File: src/rtl/mux_six_to_one_pkg.sv
// Shared op encodings for the six-way operand selector used by the multiplier control path.
`timescale 1ns/1ps
package mux_six_to_one_pkg;

    localparam int unsigned OP_W = 3;

    localparam logic [OP_W-1:0] OP_A = 3'b000;
    localparam logic [OP_W-1:0] OP_B = 3'b001;
    localparam logic [OP_W-1:0] OP_C = 3'b010;
    localparam logic [OP_W-1:0] OP_D = 3'b011;
    localparam logic [OP_W-1:0] OP_E = 3'b100;
    localparam logic [OP_W-1:0] OP_F = 3'b101;

endpackage : mux_six_to_one_pkg

File: src/rtl/mux_six_to_one_core.sv
// Combinational six-way select; unused encodings yield zero and raise illegal_c.
`timescale 1ns/1ps
module mux_six_to_one_core
    import mux_six_to_one_pkg::*;
#(
    parameter int unsigned WIDTH = 16
) (
    input  logic [OP_W-1:0]  op,
    input  logic [WIDTH-1:0] a,
    input  logic [WIDTH-1:0] b,
    input  logic [WIDTH-1:0] c,
    input  logic [WIDTH-1:0] d,
    input  logic [WIDTH-1:0] e,
    input  logic [WIDTH-1:0] f,
    output logic [WIDTH-1:0] sel_c,
    output logic             illegal_c
);

    always_comb begin
        sel_c     = '0;
        illegal_c = 1'b0;
        case (op)
            OP_A:    sel_c = a;
            OP_B:    sel_c = b;
            OP_C:    sel_c = c;
            OP_D:    sel_c = d;
            OP_E:    sel_c = e;
            OP_F:    sel_c = f;
            default: illegal_c = 1'b1;
        endcase
    end

endmodule : mux_six_to_one_core

File: src/rtl/mux_six_to_one_sync.sv
// Registered six-input word selector: one-cycle latency, enable-gated capture, error flag on bad ops.
`timescale 1ns/1ps
module mux_six_to_one_sync
    import mux_six_to_one_pkg::*;
#(
    parameter int unsigned WIDTH = 16
) (
    input  logic             clock,
    input  logic             reset_n,
    input  logic             en,
    input  logic [OP_W-1:0]  op,
    input  logic [WIDTH-1:0] a,
    input  logic [WIDTH-1:0] b,
    input  logic [WIDTH-1:0] c,
    input  logic [WIDTH-1:0] d,
    input  logic [WIDTH-1:0] e,
    input  logic [WIDTH-1:0] f,
    output logic [WIDTH-1:0] saida,
    output logic             valid,
    output logic             op_err
);

    logic [WIDTH-1:0] sel_c;
    logic             illegal_c;

    logic [WIDTH-1:0] saida_q, saida_d;
    logic             valid_q, valid_d;
    logic             op_err_q, op_err_d;

    mux_six_to_one_core #(
        .WIDTH (WIDTH)
    ) u_core (
        .op        (op),
        .a         (a),
        .b         (b),
        .c         (c),
        .d         (d),
        .e         (e),
        .f         (f),
        .sel_c     (sel_c),
        .illegal_c (illegal_c)
    );

    // Capture only on enabled edges; otherwise everything holds.
    always_comb begin
        saida_d  = saida_q;
        valid_d  = valid_q;
        op_err_d = op_err_q;
        if (en) begin
            saida_d  = sel_c;
            valid_d  = ~illegal_c;
            op_err_d = illegal_c;
        end
    end

    always_ff @(posedge clock or negedge reset_n) begin
        if (!reset_n) begin
            saida_q  <= '0;
            valid_q  <= 1'b0;
            op_err_q <= 1'b0;
        end else begin
            saida_q  <= saida_d;
            valid_q  <= valid_d;
            op_err_q <= op_err_d;
        end
    end

    assign saida  = saida_q;
    assign valid  = valid_q;
    assign op_err = op_err_q;

endmodule : mux_six_to_one_sync

File: config.mk
export PLATFORM = sky130hd
export DESIGN_NAME = mux_six_to_one_sync
export DESIGN_NICKNAME = d
export VERILOG_FILES = /design/src/rtl/mux_six_to_one_pkg.sv /design/src/rtl/mux_six_to_one_core.sv /design/src/rtl/mux_six_to_one_sync.sv
export SDC_FILE = /design/constraint.sdc
export NUM_CORES = 1
export LEC_CHECK = 0
export CORE_MARGIN = 5
export CORE_UTILIZATION = 35
export DETAILED_ROUTE_END_ITERATION = 16
export GPL_TIMING_DRIVEN = 0
export PLACE_DENSITY = 0.83
export SYNTH_ARGS = -nofsm -noshare
export SYNTH_HDL_FRONTEND = slang
export SYNTH_SLANG_ARGS = --single-unit
File: constraint.sdc
create_clock -name clock -period 2.6 [get_ports clock]
set_clock_uncertainty 0.1 [all_clocks]
set_input_delay 0.78 -clock clock [delete_from_list [all_inputs] [get_ports clock]]
set_output_delay 0.78 -clock clock [all_outputs]
set_load 0.005 [all_outputs]
# == Word level (Yosys, flattened, before mapping) ==
# Cells that the tools add are included.
# totals
mem_count,0
wordCells,12
rom_bits,0
input_bits,102
out_inout_bits,18
latch_bits,0
reg_bits,18
ramBits,0
# classes
multipliers,0
div,0
bitwise_logic,0
n_eq_ne,5
magnitude_cmp,0
shift,0
n_reduce_logical,2
addsub,0
mux,2
# op_table
cell,count
$pmux 16 s6,1
$eq 3x2->1 const B,2
$eq 3x3->1 const B,2
$reduce_or 6->1,1
$eq 3x1->1 const B,1
$logic_not 3->1,1
$mux 1,1

# == Depth between registers and ports, before layout ==
# Gate-level depths: netlist of run 1.
# logic_depth
word_depth,3
depth_mapped,6

# == Cells and area by module ==
# Synthesis of run 1 repeated with hierarchy kept, for this count alone.
# hier_totals
cells_unflattened,139
hier_area_um2,1641.6
# by_module_without_submodules
mod,instances,cells_per_inst,seq_area_each_um2,area_per_inst_um2
mux_six_to_one_core,1,100,0.0,920.9
mux_six_to_one_sync,1,39,450.4,720.7

# == Worst setup path before layout of run 1 ==
# OpenSTA, ideal clock, no wires.
# synth_timing
path_kind,input to register
startpoint,input op[2]
endpoint,"register saida_q[1], in the netlist saida[1]"
t_required_ns,2.365
arrival_ns,1.653
cell_stages,5
setup_slack_ns,0.712
setup_time_ns,0.135
path_cell_list,buf_6 -> buf_8 -> mux2_4 -> a222oi_1 -> o22ai_1
# synth_between
elab_chain_len,2
elab_cells_between_ends,7
classes_between,5 x eq/ne; 1 x mux; 1 x reduce/logical
# synth_rtl
element,line_no,rtl
"start, declared",mux_six_to_one_sync.sv:11,"input logic [OP_W-1:0] op,"
$eq 3x3->1 (tied with other cells),mux_six_to_one_core.sv:22,case (op)
$pmux 16 s6 (*),mux_six_to_one_core.sv:22,
"end signal, assigned",mux_six_to_one_sync.sv:62,saida_q <= saida_d;
"end, declared",mux_six_to_one_sync.sv:26,"logic [WIDTH-1:0] saida_q, saida_d;"
# Every way passes the cells marked *; elsewhere a longest branch is shown, timed or not.
# A chain may end at the register's enable or synchronous reset.

==> impl_metrics.csv, run 1 <==
group,metric,value,unit
power,p_switching,0.000252,W
floorplanning,start_util,36.1,%
detailed_routing,drt_pass1_iterations,4,
hold_path,min_path_cells,1,
setup_path,path_cells,"clkdlybuf4s50_1 -> clkbuf_1 -> nand2_1 -> o221ai_1",
setup_path,path_max_fanout,10,
power,p_leak,1.14,nW
clocking,worstSkewPairLatency,0.25,ns
setup_path,crit_type,"input port to flop",
clocking,cts_tree,"done",
global_route,use_met2,35.8,%
setup_path,required,2.67,ns
setup_path,cp-start-kind,"input port",
sta,max_freq,0.488,GHz
detailed_routing,ant_nets,0,
layout,design_area,2850,µm²
yosys,yosysUniqueCellTypes,36,
yosys,synthTopCellsByArea,"dfrtp_1 29%, mux2_2 8.6%, mux2i_1 6.4%",
global_route,grt_pass1_wl,9300,µm
placed_design,portBuffers,116,
power,p_int,0.000725,W
placed_design,placed_area,2800,µm²
floorplanning,die_x,77.0,µm
layout,fin_nets,375,
power,p_seq_share,33.9,%
setup_path,slowest_delay,0.60,ns
yosys,synth_ff_type,"dfrtp_1",
global_route,use_met3,6.21,%
global_route,grt.total_usage,19.4,%
clocking,cts_resized,0,
detailed_routing,route.vias.total,1770,
setup_path,crit_arrival,2.12,ns
yosys,avgSynthCellArea,10.3,µm²
flow_run,cap_violations,0,
layout,layout-drive-gt1-share,14.3,%
yosys,synthCells,152,
yosys,synthDominantCellAreaShare,28.6,%
sta,slew_headroom,45.9,%
placed_design,dp_hpwl,4880,µm
yosys,synth_top_cell_by_area,"dfrtp_1",
yosys,synth_nets,254,
floorplanning,die_h,77.0,µm
sta,fin_crit,2.05,ns
yosys,seq_area_frac_synth,28.6,%
global_route,busiest_layer,"met2",
sta,rsz0062_at_grt,"no",
clocking,post_cts_buffers,0,
sta,finalHoldViolCount,0,
yosys,yosysWarnings,0,
detailed_routing,drt-total-wl,6020,µm
layout,diodes,0,
clocking,cts_root_buffer,"clkbuf_8",
power,powerDensity,342,nW/µm²
yosys,synth-seq-cells,18,
clocking,clockBufferDepth,2,
yosys,synth_area,1570,µm²
clocking,path_clk_slew,0.07,ns
yosys,synth_edf_count,0,
hold_path,min_path_type,"flop to flop",
clocking,cts.sinks,18,
detailed_routing,avgViaCountPerCell,5.46,
placed_design,gp_congestion,0.800,
yosys,synth.most_common_cell,"dfrtp_1",
power,swShare,25.8,%
sta,worstMarginPinSlew,0.809,ns
clocking,cts_buffers,3,
setup_path,end_kind,"flop",
detailed_routing,wl_per_cell,18.6,µm
floorplanning,die-area,5930,µm²
sta,setup_viol,0,
run_status,outcome,"finished clean",
detailed_routing,drt_iter0_drc,69,
layout,fillers,373,
floorplanning,io_pins,120,
sta,report.final.slew_viol_count,0,
power,p_comb_share,42.3,%
global_route,grt_max_degree,19,
sta,fin_tns_setup,0,ns
layout,area_delta_synth_final,81.5,%
sta,period_share,78.8,%
setup_path,crit_slowest_cell,"clkdlybuf4s50_1",
setup_path,r2r_cells,3,
detailed_routing,drc,0,
clocking,cts_hold_buf,0,
global_route,met1_usage,22.0,%
global_route,antenna_found_initial,0,
yosys,synthArstFlopShare,100,%
power,clockPowerShare,23.8,%
floorplanning,coreArea,4350,µm²
global_route,overflow,0,
floorplanning,rows,24,
clocking,htreeDepth,1,
power,peakVddDrop,0.269,mV
global_route,grt_pass1_vias,1875,
yosys,ys_top_cells_by_count,"18 x dfrtp_1, 12 x mux2_2, 11 x nand2b_1, 11 x o221ai_1, 10 x mux2i_1",
## kinds of logic (layout without fill, tap and decap cells)
family          count (synthesis)  count (layout)  synth area share (%)
compound gates                 43              43                  21.6
simple gates                   40              40                  17.8
flops                          18              18                  28.6
buf+inv                        22             142                  8.83
mux                            29              29                  23.1
## flip-flops by register name, indices dropped and copies added (netlist names)
register	count
saida	16
op_err	1
valid	1
## per-stage QoR
stage          utilization, %  worst slack, ns  cells  hold WS (ns)  power, W
6_report                 65.5            0.552    324         0.393  0.000977
5_1_grt                  65.5            0.413    324         0.424   0.00103
4_1_cts                  65.5            0.483    324         0.400  0.000985
3_5_place_dp             64.3            0.220    320         0.385  0.000751
3_3_place_gp             64.3            0.275    320         0.361  0.000742
2_1_floorplan               -            0.712    152         0.374  0.000491
## placed cells by master, fill, tap and decap left out, drive strengths merged, types with 2 or more instances in the layout
cell type,netlist,layout
clkdlybuf4s50,0,116
dfrtp,18,18
mux2,16,16
buf,13,13
o221ai,11,11
nand2b,11,11
mux2i,10,10
a22oi,9,9
clkbuf,4,8
nor4b,7,7
and4b,7,7
a211oi,7,7
inv,5,5
nor2,4,4
nor2b,3,3
nand2,3,3
mux4,3,3
nand3b,3,3
a2bb2oi,3,3
o2111ai,2,2
a21oi,2,2
## power by group through the flow
stage               clock (W)  sequential (W)  combinational [W]
floorplan                   0        0.000338           0.000153
global placement            0        0.000335           0.000407
detailed placement          0        0.000335           0.000416
CTS                  0.000237        0.000331           0.000417
global route         0.000250        0.000334           0.000442
finish               0.000233        0.000331           0.000413
## final timing paths
path | start | to | slack, ns
hold / removal | op_err$_DFFE_PN0P_ | op_err$_DFFE_PN0P_ | 0.39
max in group asynchronous | reset_n | saida[8]$_DFFE_PN0P_ | 1.01
hold reg to reg | op_err$_DFFE_PN0P_ | op_err$_DFFE_PN0P_ | 0.39
setup / recovery | en | saida[8]$_DFFE_PN0P_ | 0.55
min in group asynchronous | reset_n | saida[13]$_DFFE_PN0P_ | 0.88
setup reg to reg | saida[4]$_DFFE_PN0P_ | saida[4]$_DFFE_PN0P_ | 1.57
## layout make-up
type	instances	area [µm²]	share of cell area (%)
buffer	17	120	4.21
sequential	18	450	15.8
inverter	5	18.8	0.658
clock buffer	4	55.1	1.93
tap	52	65.1	2.28
timing repair buffer	116	1160	40.7
multi-input combinational	112	983	34.5
## metal layers
layer / up-vias / routed length, µm / part of all wire [%]
met3: 6 / 521 / 8.7
met4: 0 / 48 / 0.80
li1: 841 / - / -
met5: - / 0 / 0
met1: 843 / 2340 / 39
met2: 80 / 3100 / 52
## worst max-delay path, delay by kind of cell
kind | cells | cell delay, ns
and+or+nand+nor | 1 | 0.20
AOI/OAI and AO/OA | 1 | 0.19
buffers and inverters | 2 | 0.95
Note: power is estimated with default switching activity, not from simulation.
==> run 2: changes to the inputs <==
- CORE_UTILIZATION: 35 -> 34
- PLACE_DENSITY: 0.83 -> 0.81
- clock period: 2.6 -> 2 ns (I/O delays scaled with it)
==> run 2 against run 1 <==
Sequential power rose by 30%. Core utilization fell by 0.86 points. Critical path depth did not move. Setup slack got worse by 0.41 ns. Clock power rose by 27%. Cell count did not move. Wire length fell by 2.6%.
==> impl_metrics.csv, run 2 (synthesized netlist as in run 1, its figures left out) <==
group,metric,value,unit
layout,final_cell_mix,"116 x clkdlybuf4s50_1, 18 x dfrtp_1, 12 x mux2_2, 11 x o221ai_1, 11 x nand2b_1",
setup_path,path_max_fanout,10,
run_status,outcome,"finished clean",
power,p_leak,1.14,nW
detailed_routing,drt_pass1_iterations,4,
global_route,grt_pass1_wl,8990,µm
clocking,worstSkewPairLatency,0.25,ns
detailed_routing,ant_nets,0,
layout,layout-drive-gt1-share,14.7,%
clocking,cts_tree,"done",
setup_path,crit_type,"input port to flop",
global_route,grt.total_usage,18.3,%
setup_path,required,2.06,ns
floorplanning,die_x,78.0,µm
clocking,cts_root_buffer,"clkbuf_8",
power,peakVddDrop,0.340,mV
global_route,grt_max_degree,19,
floorplanning,rows,24,
placed_design,dp_hpwl,4830,µm
placed_design,portBuffers,116,
detailed_routing,wl_per_cell,18.1,µm
setup_path,end_kind,"flop",
clocking,path_clk_slew,0.07,ns
floorplanning,die_h,78.0,µm
floorplanning,die-area,6090,µm²
layout,final_common_cell,"clkdlybuf4s50_1",
detailed_routing,route.vias.total,1770,
setup_path,slowest_delay,0.60,ns
sta,period_share,92.9,%
clocking,htreeDepth,1,
setup_path,path_buf_inv,2,
floorplanning,coreArea,4410,µm²
clocking,cts_hold_buf,0,
placed_design,placed_area,2800,µm²
setup_path,path_depth,4,
sta,slew_headroom,46.0,%
flow_run,cap_violations,0,
setup_path,crit_slowest_cell,"clkdlybuf4s50_1",
layout,final_cells,324,
placed_design,dp.cells,320,
sta,fin_tns_setup,0,ns
sta,rsz0062_at_grt,"no",
detailed_routing,drt-total-wl,5870,µm
setup_path,path_delay_family,"buffers and inverters",
detailed_routing,drc,0,
clocking,post_cts_buffers,0,
sta,max_freq,0.538,GHz
floorplanning,start_util,35.6,%
setup_path,r2r_cells,3,
setup_path,cp-start-kind,"input port",
global_route,grt_pass1_vias,1810,
clocking,cts_buffers,3,
sta,report.final.slew_viol_count,0,
global_route,overflow,0,
detailed_routing,avgViaCountPerCell,5.46,
power,powerDensity,442,nW/µm²
sta,fin_crit,1.86,ns
layout,area_delta_synth_final,81.5,%
clocking,cts.sinks,18,
layout,diodes,0,
floorplanning,io_pins,120,
layout,utilization,64.7,%
global_route,antenna_found_initial,0,
setup_path,path_cells,"clkdlybuf4s50_1 -> a21bo_2 -> buf_2 -> o221ai_1",
clocking,clockBufferDepth,2,
sta,worstMarginPinSlew,0.808,ns
detailed_routing,drt_iter0_drc,96,
layout,largest_reg_flops,16,
sta,finalHoldViolCount,0,
sta,setup_viol,0,
layout,design_area,2860,µm²
hold_path,min_path_type,"flop to flop",
layout,fin_nets,375,
hold_path,min_path_cells,1,
setup_path,crit_arrival,1.92,ns
placed_design,gp_congestion,0.733,
-- run 2: cell count changes in the layout (fill, tap and decap cells not counted) --
cell	change
clkbuf_1	-1
clkbuf_2	+1
-- run 2: layer usage --
layer | wire length, µm | GRT usage [%]
met1 | 2340 | 21.9
met2 | 2860 | 32.1
met3 | 616 | 6.98
met4 | 49 | 2.20
met5 | 0 | 0
-- run 2: area by class of cell --
type | count | area (µm²)
multi-input combinational | 112 | 983
inverter | 5 | 18.8
buffer | 17 | 121
tap | 52 | 65.1
sequential | 18 | 450
timing repair buffer | 116 | 1160
fill | 387 | 1560
clock buffer | 4 | 55.1
-- run 2: through the flow --
| step | power, W | worst slack (ns) | hold WS (ns) |
|---|---|---|---|
| after global placement | 0.000966 | -0.153 | 0.363 |
| after detailed placement | 0.000974 | -0.173 | 0.380 |
| after CTS | 0.00127 | 0.0878 | 0.404 |
| after global routing | 0.00133 | 0.0653 | 0.416 |
| after floorplan | 0.000638 | 0.292 | 0.204 |
| final | 0.00126 | 0.143 | 0.397 |
-- run 2: worst reg2reg max path, cell delays in order (launching register included) --
cell       delay [ns]
dfrtp_1          0.38
nand2b_1         0.12
o2111ai_1        0.12
and3_1           0.16
-- run 2: worst paths after layout --
| kind | from | to | slack [ns] |
|---|---|---|---|
| max in group asynchronous | reset_n | saida[8]$_DFFE_PN0P_ | 0.59 |
| worst max-delay path | en | saida[13]$_DFFE_PN0P_ | 0.14 |
| worst max register to register | saida[4]$_DFFE_PN0P_ | saida[4]$_DFFE_PN0P_ | 1.01 |
| worst min register to register | op_err$_DFFE_PN0P_ | op_err$_DFFE_PN0P_ | 0.40 |
| worst min-delay path | op_err$_DFFE_PN0P_ | op_err$_DFFE_PN0P_ | 0.40 |
| min in group asynchronous | reset_n | saida[13]$_DFFE_PN0P_ | 0.71 |
-- run 2: power by group --
group | total, W | internal (W) | switching [W] | leakage (nW)
Sequential | 0.000431 | 0.000407 | 0.0000244 | 0.226
Combinational | 0.000533 | 0.000361 | 0.000173 | 0.890
Clock | 0.000296 | 0.000175 | 0.000121 | 0.0288
Total | 0.00126 | 0.000942 | 0.000318 | 1.14
-- run 2: repair_timing --
action,in CTS,in global routing
gates resized for setup,0,2
endpoints found under the setup margin,0,1
endpoints found under the hold margin,0,0
==> run 3: changes to the inputs <==
- ABC_CLOCK_PERIOD_IN_PS: default -> 2000
- CORE_MARGIN: 5 -> 2
==> run 3 against run 2 <==
Clock power is 14% lower. Setup slack worse by 0.025 ns. Sequential share of layout area grew 0.076 points. Critical path type unchanged. Critical endpoint is now saida[11]$_DFFE_PN0P_. Largest power group unchanged.
==> impl_metrics.csv, run 3 (synthesized netlist as in run 1, its figures left out) <==
group,metric,value,unit
global_route,overflow,0,
clocking,clockBufferDepth,2,
clocking,post_cts_buffers,0,
layout,diodes,0,
layout,multiInputGateArea,983,µm²
layout,final_cell_mix,"116 x clkdlybuf4s50_1, 18 x dfrtp_1, 12 x mux2_2, 11 x o221ai_1, 11 x nand2b_1",
detailed_routing,wl_per_cell,17.3,µm
layout,layout-drive-gt1-share,14.4,%
power,p_leak,1.14,nW
clocking,htreeDepth,1,
sta,slew_headroom,44.7,%
clocking,cts_buffers,3,
floorplanning,die-area,5190,µm²
setup_path,cp-start-kind,"input port",
clocking,cts_tree,"done",
global_route,antenna_found_initial,0,
placed_design,gp_congestion,0.771,
run_status,outcome,"finished clean",
detailed_routing,avgViaCountPerCell,5.47,
detailed_routing,drt_pass1_iterations,4,
setup_path,worstSetupStartpoint,"en",
setup_path,crit_type,"input port to flop",
sta,max_freq,0.531,GHz
sta,fin_crit,1.88,ns
placed_design,dpl_worst_slack,-0.140,ns
floorplanning,rows,24,
layout,fillers,380,
placed_design,portBuffers,116,
setup_path,required,2.06,ns
floorplanning,coreArea,4410,µm²
hold_path,min_path_cells,1,
sta,worstMarginPinSlew,0.828,ns
global_route,grt_max_degree,19,
clocking,cts.sinks,18,
detailed_routing,drt-total-wl,5600,µm
layout,final_common_cell,"clkdlybuf4s50_1",
clocking,path_clk_slew,0.07,ns
hold_path,worstHoldStart,"op_err$_DFFE_PN0P_",
detailed_routing,drt_iter0_drc,119,
detailed_routing,drc,0,
clocking,worstSkewPairLatency,0.25,ns
setup_path,crit_arrival,1.94,ns
global_route,grt_pass1_vias,1901,
placed_design,dp_hpwl,4540,µm
detailed_routing,ant_nets,0,
setup_path,end_kind,"flop",
sta,finalHoldViolCount,0,
setup_path,r2r_cells,3,
floorplanning,start_util,35.6,%
hold_path,min_path_type,"flop to flop",
global_route,grt.total_usage,22.4,%
floorplanning,die_x,72.0,µm
clocking,cts_hold_buf,0,
layout,fin_nets,375,
detailed_routing,route.vias.total,1766,
layout,area_delta_synth_final,80.7,%
layout,seqCellArea,450,µm²
sta,fin_ws,0.118,ns
layout,largest_reg_flops,16,
flow_run,cap_violations,0,
global_route,grt_pass1_wl,9060,µm
sta,period_share,94.1,%
floorplanning,io_pins,120,
sta,hold_slack,0.386,ns
sta,setup_viol,0,
sta,report.final.slew_viol_count,0,
sta,rsz0062_at_grt,"no",
power,powerDensity,429,nW/µm²
clocking,cts_root_buffer,"clkbuf_8",
setup_path,reg2reg_from,"saida[4]$_DFFE_PN0P_",
floorplanning,die_h,72.0,µm
power,peakVddDrop,0.282,mV
setup_path,path_max_fanout,10,
==> run 3: changes by cell type in the layout (fill, tap and decap cells not counted) <==
| cell | change |
|---|---|
| clkbuf_8 | -1 |
==> run 3: repair_timing <==
item | in CTS | in global routing
endpoints found under the setup margin | 0 | 1
hold endpoints to repair | 0 | 0
gates resized for setup | 0 | 2
==> run 3: power by group <==
group	internal, W	switching (W)	leakage (nW)	total (W)
sequential	0.000407	0.0000237	0.226	0.000431
clock	0.000134	0.000122	0.0216	0.000256
combinational	0.000361	0.000172	0.890	0.000532
total	0.000901	0.000318	1.14	0.00122
==> run 3: worst max-delay path: stages <==
cell,delay (ns)
clkdlybuf4s50_1,0.60
a21bo_2,0.30
buf_2,0.20
o221ai_1,0.24
==> run 3: final timing paths <==
check	endpoint	slack, ns
min in group asynchronous	saida[8]$_DFFE_PN0P_	0.72
max reg2reg	saida[4]$_DFFE_PN0P_	1.04
min	op_err$_DFFE_PN0P_	0.39
max in group asynchronous	saida[2]$_DFFE_PN0P_	0.57
max	saida[11]$_DFFE_PN0P_	0.12
min reg2reg	op_err$_DFFE_PN0P_	0.39
==> run 3: per-layer routing <==
metal,track usage [%],vias to the layer above,part of all wire [%]
li1,-,840,-
met1,25.9,823,40
met2,40.3,92,49
met3,7.22,11,9.4
met4,4.82,0,1.3
met5,0,-,0
==> run 3: area by class of cell <==
class / instances / share of cell area [%]
Clock buffer: 3 / 1.45
Inverter: 5 / 0.661
Sequential cell: 18 / 15.9
Timing Repair Buffer: 116 / 40.9
Buffer: 17 / 4.27
Tap cell: 52 / 2.29
Multi-Input combinational cell: 112 / 34.6
==> run 3: stage by stage <==
stage	cells	util [%]	setup TNS (ns)	power, W	cell area, µm²
finish	323	64.4	0	0.00122	2840
floorplan	152	-	0	0.000638	1570
global route	323	64.4	0	0.00128	2840
global placement	320	63.4	-1.18	0.000965	2800
CTS	323	64.3	0	0.00122	2840
detailed placement	320	63.4	-1.33	0.000972	2800
